## src/rtl/multicycle_cpu_core.sv

```systemverilog
// multicycle_cpu_core: one-instruction-at-a-time sequencer
// FETCH -> DECODE -> EXECUTE -> [MEM] -> WRITEBACK, with an internal register file.
// Memory is reached through a registered req/ready handshake, so RAM latency can vary.
module multicycle_cpu_core #(
    parameter int DATA_W = 32,
    parameter int ADDR_W = 8,
    parameter int NREGS  = 16
) (
    input  logic              clock,
    input  logic              reset,
    output logic              mem_req,
    output logic              mem_we,
    output logic [ADDR_W-1:0] mem_addr,
    output logic [DATA_W-1:0] mem_wdata,
    input  logic [DATA_W-1:0] mem_rdata,
    input  logic              mem_ready,
    output logic [ADDR_W-1:0] pc,
    output logic              retired,
    output logic              illegal,
    output logic              halted
);

    localparam int IDX_W = (NREGS > 1) ? $clog2(NREGS) : 1;
    localparam int SH_W  = $clog2(DATA_W);

    localparam logic [3:0] OP_ADD  = 4'h0;
    localparam logic [3:0] OP_SUB  = 4'h1;
    localparam logic [3:0] OP_AND  = 4'h2;
    localparam logic [3:0] OP_OR   = 4'h3;
    localparam logic [3:0] OP_XOR  = 4'h4;
    localparam logic [3:0] OP_NOT  = 4'h5;
    localparam logic [3:0] OP_SHL  = 4'h6;
    localparam logic [3:0] OP_SHR  = 4'h7;
    localparam logic [3:0] OP_ADDI = 4'h8;
    localparam logic [3:0] OP_MUL  = 4'h9;
    localparam logic [3:0] OP_LD   = 4'hA;
    localparam logic [3:0] OP_ST   = 4'hB;
    localparam logic [3:0] OP_BEQ  = 4'hC;
    localparam logic [3:0] OP_JMP  = 4'hD;
    localparam logic [3:0] OP_RSV  = 4'hE;
    localparam logic [3:0] OP_HALT = 4'hF;

    typedef enum logic [2:0] {
        S_FETCH, S_DECODE, S_EXECUTE, S_MEM, S_WRITEBACK, S_HALTED
    } state_t;

    state_t state, state_nxt;

    logic [31:0]       instr;
    logic [DATA_W-1:0] op_a, op_b, result;
    logic [ADDR_W-1:0] npc;
    logic [DATA_W-1:0] regs [NREGS];

    // Instruction fields
    logic [3:0]        op;
    logic [IDX_W-1:0]  rd_idx, rs1_idx, rs2_idx;
    logic [15:0]       imm;
    logic [DATA_W-1:0] simm;

    assign op      = instr[31:28];
    assign rd_idx  = instr[24 +: IDX_W];
    assign rs1_idx = instr[20 +: IDX_W];
    assign rs2_idx = instr[16 +: IDX_W];
    assign imm     = instr[15:0];
    assign simm    = {{(DATA_W-16){imm[15]}}, imm};

    logic xfer;
    assign xfer = mem_req & mem_ready;

    logic is_mem_op, writes_rd;
    assign is_mem_op = (op == OP_LD) || (op == OP_ST);
    assign writes_rd = (op <= OP_LD);

    // Register 0 always reads as zero regardless of array contents
    logic [DATA_W-1:0] rf_rs1, rf_rs2;
    assign rf_rs1 = (rs1_idx == '0) ? '0 : regs[rs1_idx];
    assign rf_rs2 = (rs2_idx == '0) ? '0 : regs[rs2_idx];

    // ALU result for register-writing ops (LD result comes from memory instead)
    logic [DATA_W-1:0] alu_res;
    always_comb begin
        alu_res = '0;
        case (op)
            OP_ADD:  alu_res = op_a + op_b;
            OP_SUB:  alu_res = op_a - op_b;
            OP_AND:  alu_res = op_a & op_b;
            OP_OR:   alu_res = op_a | op_b;
            OP_XOR:  alu_res = op_a ^ op_b;
            OP_NOT:  alu_res = ~op_a;
            OP_SHL:  alu_res = op_a << op_b[SH_W-1:0];
            OP_SHR:  alu_res = op_a >> op_b[SH_W-1:0];
            OP_ADDI: alu_res = op_a + simm;
            OP_MUL:  alu_res = op_a * op_b;
            default: alu_res = '0;
        endcase
    end

    // Effective address and next-PC selection, all modulo 2**ADDR_W
    logic [DATA_W-1:0] eff_sum;
    logic [ADDR_W-1:0] eff_addr, pc_seq, br_tgt, npc_calc;
    assign eff_sum  = op_a + simm;
    assign eff_addr = eff_sum[ADDR_W-1:0];
    assign pc_seq   = pc + ADDR_W'(1);
    assign br_tgt   = pc_seq + simm[ADDR_W-1:0];

    // Branch resolves in EXECUTE so WRITEBACK only has to copy npc
    always_comb begin
        npc_calc = pc_seq;
        case (op)
            OP_BEQ:  npc_calc = (op_a == op_b) ? br_tgt : pc_seq;
            OP_JMP:  npc_calc = imm[ADDR_W-1:0];
            default: npc_calc = pc_seq;
        endcase
    end

    // State register
    always_ff @(posedge clock or posedge reset) begin
        if (reset) state <= S_FETCH;
        else       state <= state_nxt;
    end

    // Next-state and status outputs
    always_comb begin
        state_nxt = state;
        retired   = 1'b0;
        illegal   = 1'b0;
        halted    = 1'b0;
        case (state)
            S_FETCH:     if (xfer) state_nxt = S_DECODE;
            S_DECODE:    state_nxt = S_EXECUTE;
            S_EXECUTE: begin
                if (is_mem_op)          state_nxt = S_MEM;
                else if (op == OP_HALT) state_nxt = S_HALTED;
                else                    state_nxt = S_WRITEBACK;
            end
            S_MEM:       if (xfer) state_nxt = S_WRITEBACK;
            S_WRITEBACK: begin
                retired   = 1'b1;
                illegal   = (op == OP_RSV);
                state_nxt = S_FETCH;
            end
            S_HALTED:    halted = 1'b1;
            default:     state_nxt = S_FETCH;
        endcase
    end

    // Memory request port: launched one state early so the request is registered,
    // held untouched until accepted, then dropped for at least one cycle
    always_ff @(posedge clock or posedge reset) begin
        if (reset) begin
            mem_req   <= 1'b0;
            mem_we    <= 1'b0;
            mem_addr  <= '0;
            mem_wdata <= '0;
        end else begin
            if (xfer) begin
                mem_req <= 1'b0;
                mem_we  <= 1'b0;
            end
            case (state)
                // only reached with req low straight out of reset
                S_FETCH: if (!mem_req) begin
                    mem_req  <= 1'b1;
                    mem_we   <= 1'b0;
                    mem_addr <= pc;
                end
                S_EXECUTE: if (is_mem_op) begin
                    mem_req   <= 1'b1;
                    mem_we    <= (op == OP_ST);
                    mem_addr  <= eff_addr;
                    mem_wdata <= op_b;
                end
                S_WRITEBACK: begin
                    mem_req  <= 1'b1;
                    mem_we   <= 1'b0;
                    mem_addr <= npc;
                end
                default: ;
            endcase
        end
    end

    // Datapath registers: instruction, operands, result, PC
    always_ff @(posedge clock or posedge reset) begin
        if (reset) begin
            instr  <= '0;
            op_a   <= '0;
            op_b   <= '0;
            result <= '0;
            npc    <= '0;
            pc     <= '0;
        end else begin
            case (state)
                S_FETCH:     if (xfer) instr <= mem_rdata[31:0];
                S_DECODE: begin
                    op_a <= rf_rs1;
                    op_b <= rf_rs2;
                end
                S_EXECUTE: begin
                    result <= alu_res;
                    npc    <= npc_calc;
                end
                S_MEM:       if (xfer && !mem_we) result <= mem_rdata;
                S_WRITEBACK: pc <= npc;
                default: ;
            endcase
        end
    end

    // Register file write; index 0 is never written
    always_ff @(posedge clock or posedge reset) begin
        if (reset) begin
            for (int i = 0; i < NREGS; i++) regs[i] <= '0;
        end else if (state == S_WRITEBACK && writes_rd && rd_idx != '0) begin
            regs[rd_idx] <= result;
        end
    end

endmodule
```

## config.mk

```make
export PLATFORM = sky130hd
export DESIGN_NAME = multicycle_cpu_core
export DESIGN_NICKNAME = d
export VERILOG_FILES = /design/src/rtl/multicycle_cpu_core.sv
export SDC_FILE = /design/constraint.sdc
export NUM_CORES = 2
export LEC_CHECK = 0
export BUFFER_PORTS_ARGS = -buffer_cell sky130_fd_sc_hd__buf_2
export CORE_ASPECT_RATIO = 0.75
export CORE_MARGIN = 2
export CORE_UTILIZATION = 60
export CTS_BUF_LIST = sky130_fd_sc_hd__clkbuf_16
export CTS_CLUSTER_SIZE = 25
export DETAILED_ROUTE_END_ITERATION = 12
export MAX_ROUTING_LAYER = met4
export PLACE_DENSITY = 0.76
export SYNTH_ARGS = -nofsm -noshare
export SYNTH_HDL_FRONTEND = slang
export SYNTH_SLANG_ARGS = --single-unit
```

## constraint.sdc

```tcl
create_clock -name clock -period 27.2 [get_ports clock]
set_input_delay 4.08 -clock clock [delete_from_list [all_inputs] [get_ports clock]]
set_output_delay 4.08 -clock clock [all_outputs]
set_load 0.03 [all_outputs]
```

; ---- After elaboration in Yosys (flattened, before gate mapping)
; Index checks and enable logic that the tools add are counted.
[word_totals]
output_inout_bits = 53
mem_bits_rw = 0
elab_cells = 128
latchBits = 0
romBits = 0
register_bits = 701
n_memories = 0
in_bits = 35
[op_classes]
eq_ne = 26
n_bitwise = 9
n_mux = 35
order_cmp = 5
reduce_logical = 18
n_addsub = 5
mul = 1
n_div = 0
shift = 2
[op_table]
columns = op, count
row1 = $bwmux W512, 1
row2 = $pmux W32 S10, 1
row3 = $bmux W32 S4, 2
row4 = $mux W32, 8
row5 = $demux W32 S4, 1
row6 = $add A32 B32 Y32, 2
row7 = $pmux W32 S2, 1
row8 = $and A32 B32 Y32, 1
row9 = $eq A32 B32 Y1, 1
row10 = $eq A4 B4 Y1 const B, 8
row11 = $mul A32 B32 Y32, 1
row12 = $not A32 Y32, 1
row13 = $or A32 B32 Y32, 1
row14 = $shl A32 B5 Y32, 1
row15 = $shr A32 B5 Y32, 1
row16 = $sub A32 B32 Y32, 1
row17 = $xor A32 B32 Y32, 1
row18 = $mux W8, 3
row19 = $pmux W8 S3, 1
row20 = $eq A4 B3 Y1 const B, 4
row21 = $pmux W8 S2, 1
row22 = $ge A5 B5 Y1 const B, 3
row23 = $not A4 Y5, 3
row24 = $pmux W3 S5, 1
row25 = 25 further kinds, 52

; ---- Longest topological paths before layout
[depth]
word_depth = 6
ltp_mapped = 30
ltp_nobuf = 27

; ---- Worst setup path before layout
; No wires, ideal clock.
[synth_timing]
path_type = register to register
startpoint = register op_b[2]
endpoint = register result[31]
arrival_ns = 8.271
slack_ns = 18.791
path_stages_with_launch = 29
required_ns = 27.063
period_less_slack_ns = 8.409
cell_sequence = dfrtp_1 > clkinv_1 > buf_1 > clkbuf_1 > clkbuf_1 > buf_1 > nor2_1 > fa_1 > inv_1 > fa_1 > fa_1 > fa_1 > inv_1 > fa_1 > fa_1 > fa_1 > fa_1 > ha_1 > clkbuf_1 > nand2_1 > o21ai_0 > nor2_1 > a32oi_1 > o21ai_0 > o31a_1 > o21ai_0 > xnor2_1 > a211oi_1 > a32oi_1
[synth_between]
elab_chain_len = 3
word_cells_on_any_way = 7
classes_between = add/sub: 2 / mul: 1 / shift: 2 / mux: 2
[synth_rtl]
columns = element, line
row1 = from (decl), 50  ; logic [DATA_W-1:0] op_a, op_b, result;
row2 = from (signal assigned), 197  ; op_b <= rf_rs2;
row3 = "$mul A32 B32 Y32, or another cell as far along", 93  ; OP_MUL: alu_res = op_a * op_b;
row4 = $pmux W32 S10 *, 83  ; case (op)
row5 = $pmux W32 S2 *, 193  ; case (state)
row6 = to (signal assigned), 200  ; result <= alu_res;
row7 = to (signal assigned), 203  ; S_MEM: if (xfer && !mem_we) result <= mem_rdata;
row8 = to (decl), 50
; Mark *: on every way between the ends. The rest lies on a longest branch, timed or not.
; A chain may end at the register's enable or synchronous reset.

; ---- Worst setup path in the final report
[layout_timing]
startpoint = register op_b[4]
endpoint = register result[31]
; Same word-level chain as after synthesis.

==> impl_metrics.py <==
metrics = {
    "yosys": {
        "yosysTopAreaCell": "dfrtp_1",
        "synth.net_count": 6075,
        "synth-main-ff-cell": "dfrtp_1",
        "synth_area_mm2": 0.0590,
        "ys_top_cells_by_area": "dfrtp_1 (30%), mux4_2 (14%), fa_1 (14%)",
        "synth_top_cell_area_share_pct": 29.7,
        "synth_cells": 5370,
        "synth_edf_count": 0,
        "async_reset_ff_share_pct": 100,
        "ys_seq_area_share_pct": 29.7,
        "ys_types": 86,
        "avgSynthCellArea_um2": 11.0,
        "yosysWarnings": 0,
        "yosysMostFrequentCell": "dfrtp_1",
        "netlist_top_cells_count": "dfrtp_1 (701), mux2_2 (547), inv_1 (546)",
        "ys_seq_elements": 701,
    },
    "global_route": {
        "grt_max_degree": 151,
        "grt_pass1_vias": 46886,
        "grt_pass1_wl_um": 321000,
        "overflow": 0,
        "grt_usage_pct": 45.4,
        "antenna_found_initial": 8,
    },
    "hold_path": {
        "hold_depth": 0,
        "min_from": "regs[497]$_DFFE_PP0P_",
        "min_path_type": "flip-flop to flip-flop",
        "whs_endpoint": "regs[497]$_DFFE_PP0P_",
    },
    "sta": {
        "hold_viol_final": 0,
        "post-route-period-util_pct": 35.1,
        "fin_crit_ps": 9540,
        "drv_slew": 0,
        "rsz0062_at_grt": "no",
        "fin_tns_setup_ps": 0,
        "max_freq_mhz": 105,
        "fin_skew_ps": 33.7,
        "relSlewSlack_pct": 2.31,
        "worstMarginPinSlew_ps": 1460,
        "setup_violations": 0,
    },
    "floorplanning": {
        "core_mm2": 0.0974,
        "die_h_um": 276,
        "start_util_pct": 60.6,
        "rows": 99,
        "die_x_um": 366,
        "ioPinCount": 88,
        "die_area_mm2": 0.101,
    },
    "setup_path": {
        "slowest_delay_ps": 1270,
        "crit_type": "flip-flop to flip-flop",
        "crit_chain": "clkinv_1 > nor2_1 > fa_1 > inv_1 > fa_1 > fa_1 > fa_1 > inv_1 > fa_1 > fa_1 > fa_1 > fa_1 > ha_1 > nand2_1 > o21ai_0 > nor2_1 > a32oi_1 > o21ai_0 > o31a_1 > o21ai_0 > xnor2_1 > a211oi_1 > a32oi_1",
        "worst-path-buf-inv": 3,
        "cp_common_cell": "fa_1",
        "critPathArrivalTime_ps": 10030,
        "critPathMaxFanout": 26,
        "worstPathRequired_ps": 27690,
        "r2r-start": "op_b[4]$_DFFE_PP0P_",
        "timing.reg2reg.setup_slack_ps": 17660,
        "critical_path.slowest_cell": "clkinv_1",
        "critPathTopFamily": "adder cells",
        "worstSetupStartpointType": "flip-flop",
        "regToRegEndpoint": "result[31]$_DFFE_PP0P_",
        "ff2ff_path_depth": 23,
        "endpoint_kind": "flip-flop",
    },
    "power": {
        "power_density_mw_per_mm2": 94.4,
        "max-vdd-ir-drop_v": 0.0000764,
        "switching_power_w": 0.00297,
        "power.leakage_nw": 28.6,
        "clkPwrFrac_pct": 16.8,
        "intPower_w": 0.00296,
        "pwr-share-comb_pct": 54.6,
        "sw_frac_of_total_pct": 50.1,
        "p_seq_share_pct": 28.6,
    },
    "clock_tree": {
        "numCtsBuffers": 72,
        "path_clk_slew_ps": 60,
        "htree_levels": 3,
        "hold_buffers": 0,
        "cts_setup_buffers": 0,
        "cts_sinks": 701,
        "post_cts_resized": 0,
        "clockRootBuffer": "clkbuf_16",
        "cts_max_path_buffers": 3,
        "insertion_delay_ps": 680,
        "cts_tree": "yes",
    },
    "finish": {
        "layout.nets": 5941,
        "drive_gt1_share_pct": 24.8,
        "stdcell_count": 6616,
        "synthToLayoutAreaGrowth_pct": 6.54,
    },
    "routing": {
        "drc": 0,
        "totalWireLength_um": 221000,
        "drtPass1Iterations": 9,
        "vias": 47013,
        "antenna_left": 0,
        "initialDrtViolationCount": 7056,
        "wl_per_cell_um": 33.4,
        "viasPerCell": 7.11,
    },
    "place": {
        "hpwl_um": 154000,
        "gp_congestion": 1.12,
        "place_inst": 6475,
        "io_buffers": 87,
    },
    "flow_run": {
        "drv_cap": 0,
    },
    "outcome": {
        "status": "finished clean",
    },
}
[how the worst max path moves through the flow]
stage	startpoint	slack, ps	cells past startpoint	end
final	op_b[4]$_DFFE_PP0P_	17660	23	result[31]$_DFFE_PP0P_
after detailed placement	op_b[4]$_DFFE_PP0P_	18060	23	result[31]$_DFFE_PP0P_
after CTS	op_b[4]$_DFFE_PP0P_	18020	23	result[31]$_DFFE_PP0P_
after global placement	op_b[4]$_DFFE_PP0P_	18490	25	result[31]$_DFFE_PP0P_
after floorplan	reset	3460	1	instr[0]$_DFFE_PP0P_
after global routing	op_b[4]$_DFFE_PP0P_	17550	23	result[31]$_DFFE_PP0P_
[sequential cells by signal, indices dropped and copies added (netlist names), 8 cells and up]
register and count:
pc 8, mem_addr 8, op_a 32, mem_wdata 32, npc 8, op_b 32, regs 512, instr 32
result 32
[cell families (layout without fill, tap and decap cells)]
family,Yosys count,in the layout,synth area share [%]
adder cells (fa/ha/maj),670,670,19.4
buffers and inverters,985,907,6.43
XOR/XNOR,128,128,1.90
AO/OA/AOI/OAI,797,797,8.85
other,0,11,0
multiplexers,973,973,25.7
flip-flops,701,701,29.7
AND/OR/NAND/NOR,1116,1116,8.01
[power by group through the flow]
| stage | combinational (W) | clock (W) | sequential, W |
|---|---|---|---|
| 5_1_grt | 0.00330 | 0.00104 | 0.00172 |
| 2_1_floorplan | 0.00208 | 0 | 0.00148 |
| 6_report | 0.00324 | 0.000995 | 0.00170 |
| 3_3_place_gp | 0.00304 | 0 | 0.00167 |
| 3_5_place_dp | 0.00305 | 0 | 0.00169 |
| 4_1_cts | 0.00307 | 0.00100 | 0.00167 |
[metrics by stage]
step / worst slack (ps) / hold WS [ps] / total power [W] / instance area, um2 / util (%)
2_1_floorplan: 3460 / 441 / 0.00355 / 59000 / -
6_report: 17660 / 396 / 0.00594 / 62900 / 64.6
4_1_cts: 18020 / 398 / 0.00574 / 62900 / 64.6
3_5_place_dp: 18060 / 383 / 0.00474 / 60600 / 62.2
3_3_place_gp: 18490 / 376 / 0.00471 / 60600 / 62.2
5_1_grt: 17550 / 410 / 0.00606 / 62900 / 64.6
[area by class of cell]
class	instances	area, um2
clock buffers	73	1830
diodes	11	27.5
repair buffers	210	1380
flip-flops and latches	701	17600
clock inverters	57	470
fillers	7456	34500
well taps	1313	1640
multi-input cells	3684	37800
inverters	567	2140
[routing by layer]
layer  vias up  part of all wire (%)  track usage, %
li1      18581                     -               -
met1     24116                    39            61.5
met2      3603                    41            60.3
met3       713                    16            18.3
met4         0                   5.3            19.2
met5         -                     0               -
[cells in the final DEF, fill, tap and decap left out, types with 28 or more instances in the layout]
master	n
ha_1	258
nand2_1	404
dfrtp_1	689
a211oi_1	29
nand3_1	39
mux2_2	547
buf_4	121
nor3_1	32
buf_2	87
inv_1	556
xor2_1	28
o22ai_1	106
clkbuf_16	73
xnor2_1	100
a221oi_1	31
mux4_2	377
o21ai_0	169
fa_1	412
mux2i_1	49
a21oi_1	185
nor2_1	463
a21o_1	28
Note: power is estimated with default switching activity, not from simulation.
